$ cat config.mk
export PLATFORM = sky130hd
export DESIGN_NAME = ufm_seq_fetch_flat
export DESIGN_NICKNAME = d
export VERILOG_FILES = /design/src/rtl/ufm_seq_pkg.sv /design/src/rtl/ufm_seq_fetch_if.sv /design/src/rtl/ufm_byte_fifo.sv /design/src/rtl/ufm_seq_fetch.sv /design/src/flat_wrapper.sv
export SDC_FILE = /design/constraint.sdc
export NUM_CORES = 1
export LEC_CHECK = 0
export CAP_MARGIN = 25
export CORE_AREA = 2 2 89 125
export DETAILED_ROUTE_END_ITERATION = 6
export DIE_AREA = 0 0 91 127
export PLACE_DENSITY = 0.75
export SYNTH_ARGS = -nofsm -noshare
export SYNTH_HDL_FRONTEND = slang
export SYNTH_SLANG_ARGS = --single-unit
$ cat constraint.sdc
create_clock -name clk -period 3.15 [get_ports clk]
set_clock_uncertainty 0.15 [all_clocks]
set_input_delay 0.63 -clock clk [delete_from_list [all_inputs] [get_ports clk]]
set_output_delay 0.63 -clock clk [all_outputs]
set_load 0.01 [all_outputs]
$ cat src/rtl/ufm_seq_pkg.sv
// Shared types and constants for the sequential UFM byte fetcher.
package ufm_seq_pkg;

    localparam int unsigned UFM_ADDR_W  = 15;
    localparam int unsigned UFM_LEN_W   = 16;
    localparam int unsigned UFM_LEN_MAX = 32768;

    typedef enum logic [1:0] {
        StIdle,
        StReq,
        StGap,
        StDrain
    } state_e;

endpackage

$ cat src/rtl/ufm_seq_fetch_if.sv
// Reader-side random-access port plus consumer-side byte stream of ufm_seq_fetch.
interface ufm_seq_fetch_if;

    logic [ufm_seq_pkg::UFM_ADDR_W-1:0] rd_addr;
    logic                               rd_en;
    logic [7:0]                         rd_data;
    logic                               rd_valid;
    logic [7:0]                         out_data;
    logic                               out_valid;
    logic                               out_ready;

    modport master (
        output rd_addr, rd_en, out_data, out_valid,
        input  rd_data, rd_valid, out_ready
    );

    modport slave (
        input  rd_addr, rd_en, out_data, out_valid,
        output rd_data, rd_valid, out_ready
    );

endinterface

$ cat src/rtl/ufm_byte_fifo.sv
// Byte-wide synchronous FIFO with a registered head and head-valid flag.
module ufm_byte_fifo #(
    parameter int unsigned FIFO_DEPTH = 4
) (
    input  logic                          clk,
    input  logic                          rst,
    input  logic                          push,
    input  logic [7:0]                    push_data,
    input  logic                          pop,
    input  logic                          flush,
    output logic [$clog2(FIFO_DEPTH):0]   count,
    output logic [7:0]                    head,
    output logic                          head_valid
);

    localparam int unsigned PTR_W = $clog2(FIFO_DEPTH);
    localparam int unsigned CNT_W = PTR_W + 1;

    logic [7:0]       mem [FIFO_DEPTH];
    logic [PTR_W-1:0] wr_ptr_q, rd_ptr_q, rd_ptr_d;
    logic [CNT_W-1:0] count_q, count_d;
    logic [7:0]       head_q, head_d;
    logic             head_valid_q;

    always_comb begin
        rd_ptr_d = rd_ptr_q + PTR_W'(pop);
        count_d  = count_q + CNT_W'(push) - CNT_W'(pop);
        head_d   = head_q;
        // A push landing on the new read slot means the queue was empty: bypass memory.
        if (count_d != '0) begin
            head_d = (push && (wr_ptr_q == rd_ptr_d)) ? push_data : mem[rd_ptr_d];
        end
    end

    always_ff @(posedge clk) begin
        if (push && !flush) begin
            mem[wr_ptr_q] <= push_data;
        end
    end

    always_ff @(posedge clk) begin
        if (rst) begin
            wr_ptr_q     <= '0;
            rd_ptr_q     <= '0;
            count_q      <= '0;
            head_q       <= '0;
            head_valid_q <= 1'b0;
        end else if (flush) begin
            wr_ptr_q     <= '0;
            rd_ptr_q     <= '0;
            count_q      <= '0;
            head_valid_q <= 1'b0;
        end else begin
            if (push) begin
                wr_ptr_q <= wr_ptr_q + PTR_W'(1);
            end
            rd_ptr_q     <= rd_ptr_d;
            count_q      <= count_d;
            head_q       <= head_d;
            head_valid_q <= (count_d != '0);
        end
    end

    assign count      = count_q;
    assign head       = head_q;
    assign head_valid = head_valid_q;

endmodule

$ cat src/rtl/ufm_seq_fetch.sv
// Walks consecutive UFM byte addresses through ufm_reader and streams the bytes out.
// Optional running checksum output enabled by defining UFM_SEQ_CSUM_EN.
module ufm_seq_fetch
    import ufm_seq_pkg::*;
#(
    parameter int unsigned FIFO_DEPTH = 4
) (
    input  logic                  clk,
    input  logic                  rst,
    input  logic                  start,
    input  logic [UFM_ADDR_W-1:0] start_addr,
    input  logic [UFM_LEN_W-1:0]  length,
    input  logic                  abort,
    output logic                  busy,
    output logic                  done,
`ifdef UFM_SEQ_CSUM_EN
    output logic [7:0]            csum,
`endif
    ufm_seq_fetch_if.master       bus
);

    localparam int unsigned     CNT_W = $clog2(FIFO_DEPTH) + 1;
    localparam logic [CNT_W-1:0] FULL = CNT_W'(FIFO_DEPTH);

    state_e                state_q;
    logic [UFM_ADDR_W-1:0] addr_q, rd_addr_q;
    logic [UFM_LEN_W-1:0]  remaining_q;
    logic                  rd_en_q, busy_q, done_q;

    logic [CNT_W-1:0] count, count_nxt;
    logic [7:0]       head;
    logic             head_valid;
    logic             capture, push, pop;

    assign capture = rd_en_q && bus.rd_valid;
    assign push    = capture && !abort;
    assign pop     = head_valid && bus.out_ready;

    // Occupancy after this edge; drives the registered rd_en so it tracks fifo_count.
    always_comb begin
        count_nxt = count + CNT_W'(push) - CNT_W'(pop);
        if (abort) begin
            count_nxt = '0;
        end
    end

    ufm_byte_fifo #(
        .FIFO_DEPTH(FIFO_DEPTH)
    ) u_fifo (
        .clk       (clk),
        .rst       (rst),
        .push      (push),
        .push_data (bus.rd_data),
        .pop       (pop),
        .flush     (abort),
        .count     (count),
        .head      (head),
        .head_valid(head_valid)
    );

    always_ff @(posedge clk) begin
        if (rst) begin
            state_q     <= StIdle;
            addr_q      <= '0;
            rd_addr_q   <= '0;
            remaining_q <= '0;
            rd_en_q     <= 1'b0;
            busy_q      <= 1'b0;
            done_q      <= 1'b0;
        end else begin
            done_q <= 1'b0;
            if (abort) begin
                state_q <= StIdle;
                rd_en_q <= 1'b0;
                busy_q  <= 1'b0;
            end else begin
                unique case (state_q)
                    StIdle: begin
                        if (start) begin
                            if (length != '0) begin
                                addr_q      <= start_addr;
                                rd_addr_q   <= start_addr;
                                remaining_q <= length;
                                rd_en_q     <= 1'b1;
                                busy_q      <= 1'b1;
                                state_q     <= StReq;
                            end else begin
                                done_q <= 1'b1;
                            end
                        end
                    end
                    StReq: begin
                        if (capture) begin
                            addr_q      <= addr_q + UFM_ADDR_W'(1);
                            remaining_q <= remaining_q - UFM_LEN_W'(1);
                            rd_en_q     <= 1'b0;
                            state_q     <= (remaining_q == UFM_LEN_W'(1)) ? StDrain : StGap;
                        end else begin
                            rd_en_q <= (count_nxt != FULL);
                        end
                    end
                    StGap: begin
                        rd_addr_q <= addr_q;
                        rd_en_q   <= (count_nxt != FULL);
                        state_q   <= StReq;
                    end
                    StDrain: begin
                        if (count_nxt == '0) begin
                            done_q  <= 1'b1;
                            busy_q  <= 1'b0;
                            state_q <= StIdle;
                        end
                    end
                    default: state_q <= StIdle;
                endcase
            end
        end
    end

`ifdef UFM_SEQ_CSUM_EN
    logic [7:0] csum_q;

    always_ff @(posedge clk) begin
        if (rst || abort || (state_q == StIdle && start)) begin
            csum_q <= '0;
        end else if (push) begin
            csum_q <= csum_q + bus.rd_data;
        end
    end

    assign csum = csum_q;
`endif

    assign bus.rd_addr   = rd_addr_q;
    assign bus.rd_en     = rd_en_q;
    assign bus.out_data  = head;
    assign bus.out_valid = head_valid;
    assign busy          = busy_q;
    assign done          = done_q;

endmodule

$ cat src/flat_wrapper.sv
// flat-port wrapper written by rule: the top's interface ports become plain ports
module ufm_seq_fetch_flat import ufm_seq_pkg::*;
#(
    parameter int unsigned FIFO_DEPTH = 4
)
  (clk, rst, start, start_addr, length, abort, busy, done, bus_rd_addr, bus_rd_en, bus_out_data, bus_out_valid, bus_rd_data, bus_rd_valid, bus_out_ready);
  ufm_seq_fetch_if bus_i ();
  input  logic clk;
  input  logic rst;
  input  logic start;
  input  logic [UFM_ADDR_W-1:0] start_addr;
  input  logic [UFM_LEN_W-1:0] length;
  input  logic abort;
  output logic busy;
  output logic done;
  output wire logic [$bits(bus_i.rd_addr)-1:0] bus_rd_addr;
  output wire logic [$bits(bus_i.rd_en)-1:0] bus_rd_en;
  output wire logic [$bits(bus_i.out_data)-1:0] bus_out_data;
  output wire logic [$bits(bus_i.out_valid)-1:0] bus_out_valid;
  input wire logic [$bits(bus_i.rd_data)-1:0] bus_rd_data;
  input wire logic [$bits(bus_i.rd_valid)-1:0] bus_rd_valid;
  input wire logic [$bits(bus_i.out_ready)-1:0] bus_out_ready;
  assign bus_rd_addr = bus_i.rd_addr;
  assign bus_rd_en = bus_i.rd_en;
  assign bus_out_data = bus_i.out_data;
  assign bus_out_valid = bus_i.out_valid;
  assign bus_i.rd_data = bus_rd_data;
  assign bus_i.rd_valid = bus_rd_valid;
  assign bus_i.out_ready = bus_out_ready;
  ufm_seq_fetch #(.FIFO_DEPTH(FIFO_DEPTH)) u_core (.clk(clk), .rst(rst), .start(start), .start_addr(start_addr), .length(length), .abort(abort), .busy(busy), .done(done), .bus(bus_i));
endmodule
==> impl_metrics.env <==
export IMPL_max_stage_delay_ps=500
export IMPL_clk_path_buf_depth=2
export IMPL_min_period_ps=2995
export IMPL_hpwl_mm=9.193
export IMPL_leakagePower_nw=2.285
export IMPL_ios=72
export IMPL_max_slew_margin_pct=36.00
export IMPL_io_buffers=71
export IMPL_cp_arrival_ps=3100
export IMPL_min_to="u_core.addr_q[14]"
export IMPL_ys_warn_count=0
export IMPL_cts_buffers=9
export IMPL_finalMaxSlewViolations=0
export IMPL_hold_path_class="reg2reg"
export IMPL_track_usage_pct=22.16
export IMPL_drt_initial_drc_count=206
export IMPL_wirelength_mm=12.70
export IMPL_antenna_cells=0
export IMPL_synthCells=510
export IMPL_worstHoldStart="u_core.addr_q[14]"
export IMPL_grt_ovfl_total=0
export IMPL_async_reset_ff_share_pct=0
export IMPL_critPathSlowestCell="fa_1"
export IMPL_rr_worst_depth=8
export IMPL_ant_nets=0
export IMPL_regToRegStartpoint="u_core.state_q[0]"
export IMPL_powerDensity_nw_per_um2=480.0
export IMPL_setup_viol=0
export IMPL_fin_ws_ps=154.6
export IMPL_holdPathStages=2
export IMPL_grt_antenna_before_repair=0
export IMPL_critPathKind="in2reg"
export IMPL_layout_cells_non_filler=734
export IMPL_fin_area_um2=6412
export IMPL_rrSetupSlack_ps=230
export IMPL_postSynthNetCount=571
export IMPL_cts_sinks=99
export IMPL_fin_nets=652
export IMPL_reg2reg_to="u_core.addr_q[11]"
export IMPL_dr_total_vias=4329
export IMPL_cp_buffers_inverters=3
export IMPL_max_cap_violations=0
export IMPL_ys_seq_area_share_pct=45.09
export IMPL_synth_edff_count=32
export IMPL_gp_congestion=0.8772
export IMPL_fillers=911
export IMPL_worstPathMaxFanout=4
export IMPL_clkLatencyLatePin_ps=350
export IMPL_routedWlPerCell_um=17.30
export IMPL_grt_max_degree=31
export IMPL_drc_errors=0
export IMPL_ctsHoldBuffers=0
export IMPL_dieArea_um2=11560
export IMPL_ys_types=64
export IMPL_ys_ff_latch=99
export IMPL_dp_cells=717
export IMPL_regArea_um2=2302
export IMPL_start_kind="primary input"
export IMPL_crit_top_cell="ha_1"
export IMPL_rsz0062_at_grt="false"
export IMPL_final_util_pct=61.96
export IMPL_synthesis_area_um2=5106
export IMPL_row_count=44
export IMPL_required_ps=3260
export IMPL_synth_avg_cell_area_um2=10.01
export IMPL_die_w_um=91
export IMPL_max_vdd_ir_drop_uv=339.4
export IMPL_fmax_mhz=333.9
export IMPL_root_buffer="clkbuf_16"
export IMPL_hold_viol=0
export IMPL_initial_utilization_pct=49.34
export IMPL_grt_pass1_wl_mm=20.51
export IMPL_worst_slew_pin_slew_ps=959.9
export IMPL_run_status="finished, final reports clean"
export IMPL_crit_chain="clkdlybuf4s50_1 > and2_1 > ha_1 > inv_1 > ha_1 > fa_1 > nor2_2 > a21oi_2 > buf_4 > a211o_1 > a221oi_2"
export IMPL_postPlaceCellArea_um2=6075
export IMPL_drive_gt1_share_pct=12.92
export IMPL_die_h_um=127
export IMPL_area_growth_pct=25.58
export IMPL_tritoncts="yes"
export IMPL_ys_flop_type="dfxtp_1"
export IMPL_post_drt_via_cell_ratio=5.898
export IMPL_dp_slack_ps=-466.1
export IMPL_final_period_utilization_pct=95.09
export IMPL_dr_pass1_iters=5
export IMPL_cp_top_family="adder cells"
export IMPL_htree_levels=3
export IMPL_core_um2=10350
export IMPL_endpoint_kind="flop"
export IMPL_clk_pin_slew_worst_paths_ps=70
export IMPL_grt_pass1_vias=4167
export IMPL_multi_input_area_um2=2586
==> Yosys cell counts, types with 15 or more instances <==
master	count	area share, %
a211oi_1	35	5.1
a21oi_1	30	2.9
clkbuf_1	27	2.0
dfxtp_1	67	26
edfxtp_1	32	19
ha_1	15	3.7
inv_1	15	1.1
mux2i_1	28	5.5
nand2_1	27	2.0
nor2_1	48	3.5
o21ai_0	19	1.9
==> layer usage <==
metal	part of all wire [%]	vias up	GRT usage (%)
li1	-	2105	-
met1	41	2083	25.98
met2	53	114	39.78
met3	3.5	27	2.476
met4	2.8	0	11.50
met5	0	-	0
==> cell usage in the layout, fill, tap and decap left out, types with 15 or more instances in the layout <==
master	synthesis	final
nand2_1	27	26
a21oi_1	30	28
clkdlybuf4s50_1	0	69
buf_4	1	33
ha_1	15	15
o21ai_0	19	19
edfxtp_1	32	32
inv_1	15	15
nor2_1	48	46
mux2i_1	28	28
a211oi_1	35	35
dfxtp_1	67	67
==> registers in the layout, indices dropped and copies added, names as in the netlist, 2 cells and up <==
register,cells
u_core.u_fifo.rd_ptr_q,2
u_core.u_fifo.mem,32
u_core.u_fifo.wr_ptr_q,2
u_core.remaining_q,16
u_core.u_fifo.head,8
u_core.state_q,2
u_core.addr_q,15
u_core.bus.rd_addr,15
u_core.u_fifo.count,3
==> power breakdown <==
part | internal, mW | leakage (nW) | total, mW | switching (mW)
combinational | 0.248 | 1.30 | 0.508 | 0.260
sequential | 1.37 | 0.835 | 1.43 | 0.0607
clock | 0.645 | 0.152 | 1.14 | 0.492
total | 2.27 | 2.29 | 3.08 | 0.813
==> repair_timing <==
item                       CTS  global route
cloned                       0             0
resized for setup            3             4
setup endpoints to repair   10            13
pin swaps                    1             6
buffers inserted             0             1
==> kinds of logic after synthesis <==
kind of cell | after synthesis | share of synthesized area [%]
multiplexers | 39 | 9.679
adder cells (fa/ha/maj) | 16 | 4.068
XOR/XNOR | 6 | 1.470
AO/OA/AOI/OAI | 131 | 17.67
flip-flops | 99 | 45.09
buffers and inverters | 51 | 4.680
AND/OR/NAND/NOR | 168 | 17.35
==> per-stage QoR <==
| stage | setup TNS (ps) | power (mW) | hold WS [ps] |
|---|---|---|---|
| 3_5_place_dp | -5220 | 1.965 | 325.3 |
| 2_1_floorplan | 0 | 1.746 | 300.7 |
| 6_report | 0 | 3.078 | 331.9 |
| 3_3_place_gp | -3989 | 1.949 | 311.9 |
| 4_1_cts | 0 | 3.095 | 334.3 |
| 5_1_grt | 0 | 3.195 | 362.5 |
==> layout make-up <==
cell class	count	area share, %
Tap cell	138	2.693
Timing Repair Buffer	105	15.34
Clock inverter	6	1.073
Clock buffer	10	3.727
Multi-Input combinational cell	360	40.33
Sequential cell	99	35.90
Inverter	16	0.9366
==> worst reg2reg max path: stages, from the launching register on <==
cell and delay (ps):
dfxtp_1 440, inv_1 100, ha_1 290, nor4b_1 200
and4_1 240, a21oi_2 740, buf_4 370, a21oi_1 100
a211oi_1 210
==> how the worst max path moves through the flow <==
stage,start,end,slack (ps),cells past startpoint
final,bus_out_ready,u_core.state_q[1],150,11
after global routing,bus_out_ready,u_core.state_q[1],10,11
after CTS,bus_rd_valid,u_core.state_q[1],10,13
after detailed placement,bus_rd_valid,u_core.state_q[1],-470,13
after global placement,bus_rd_valid,u_core.u_fifo.head[2],-340,13
after floorplan,bus_rd_valid,u_core.state_q[1],20,12
Note: power is estimated with default switching activity, not from simulation.
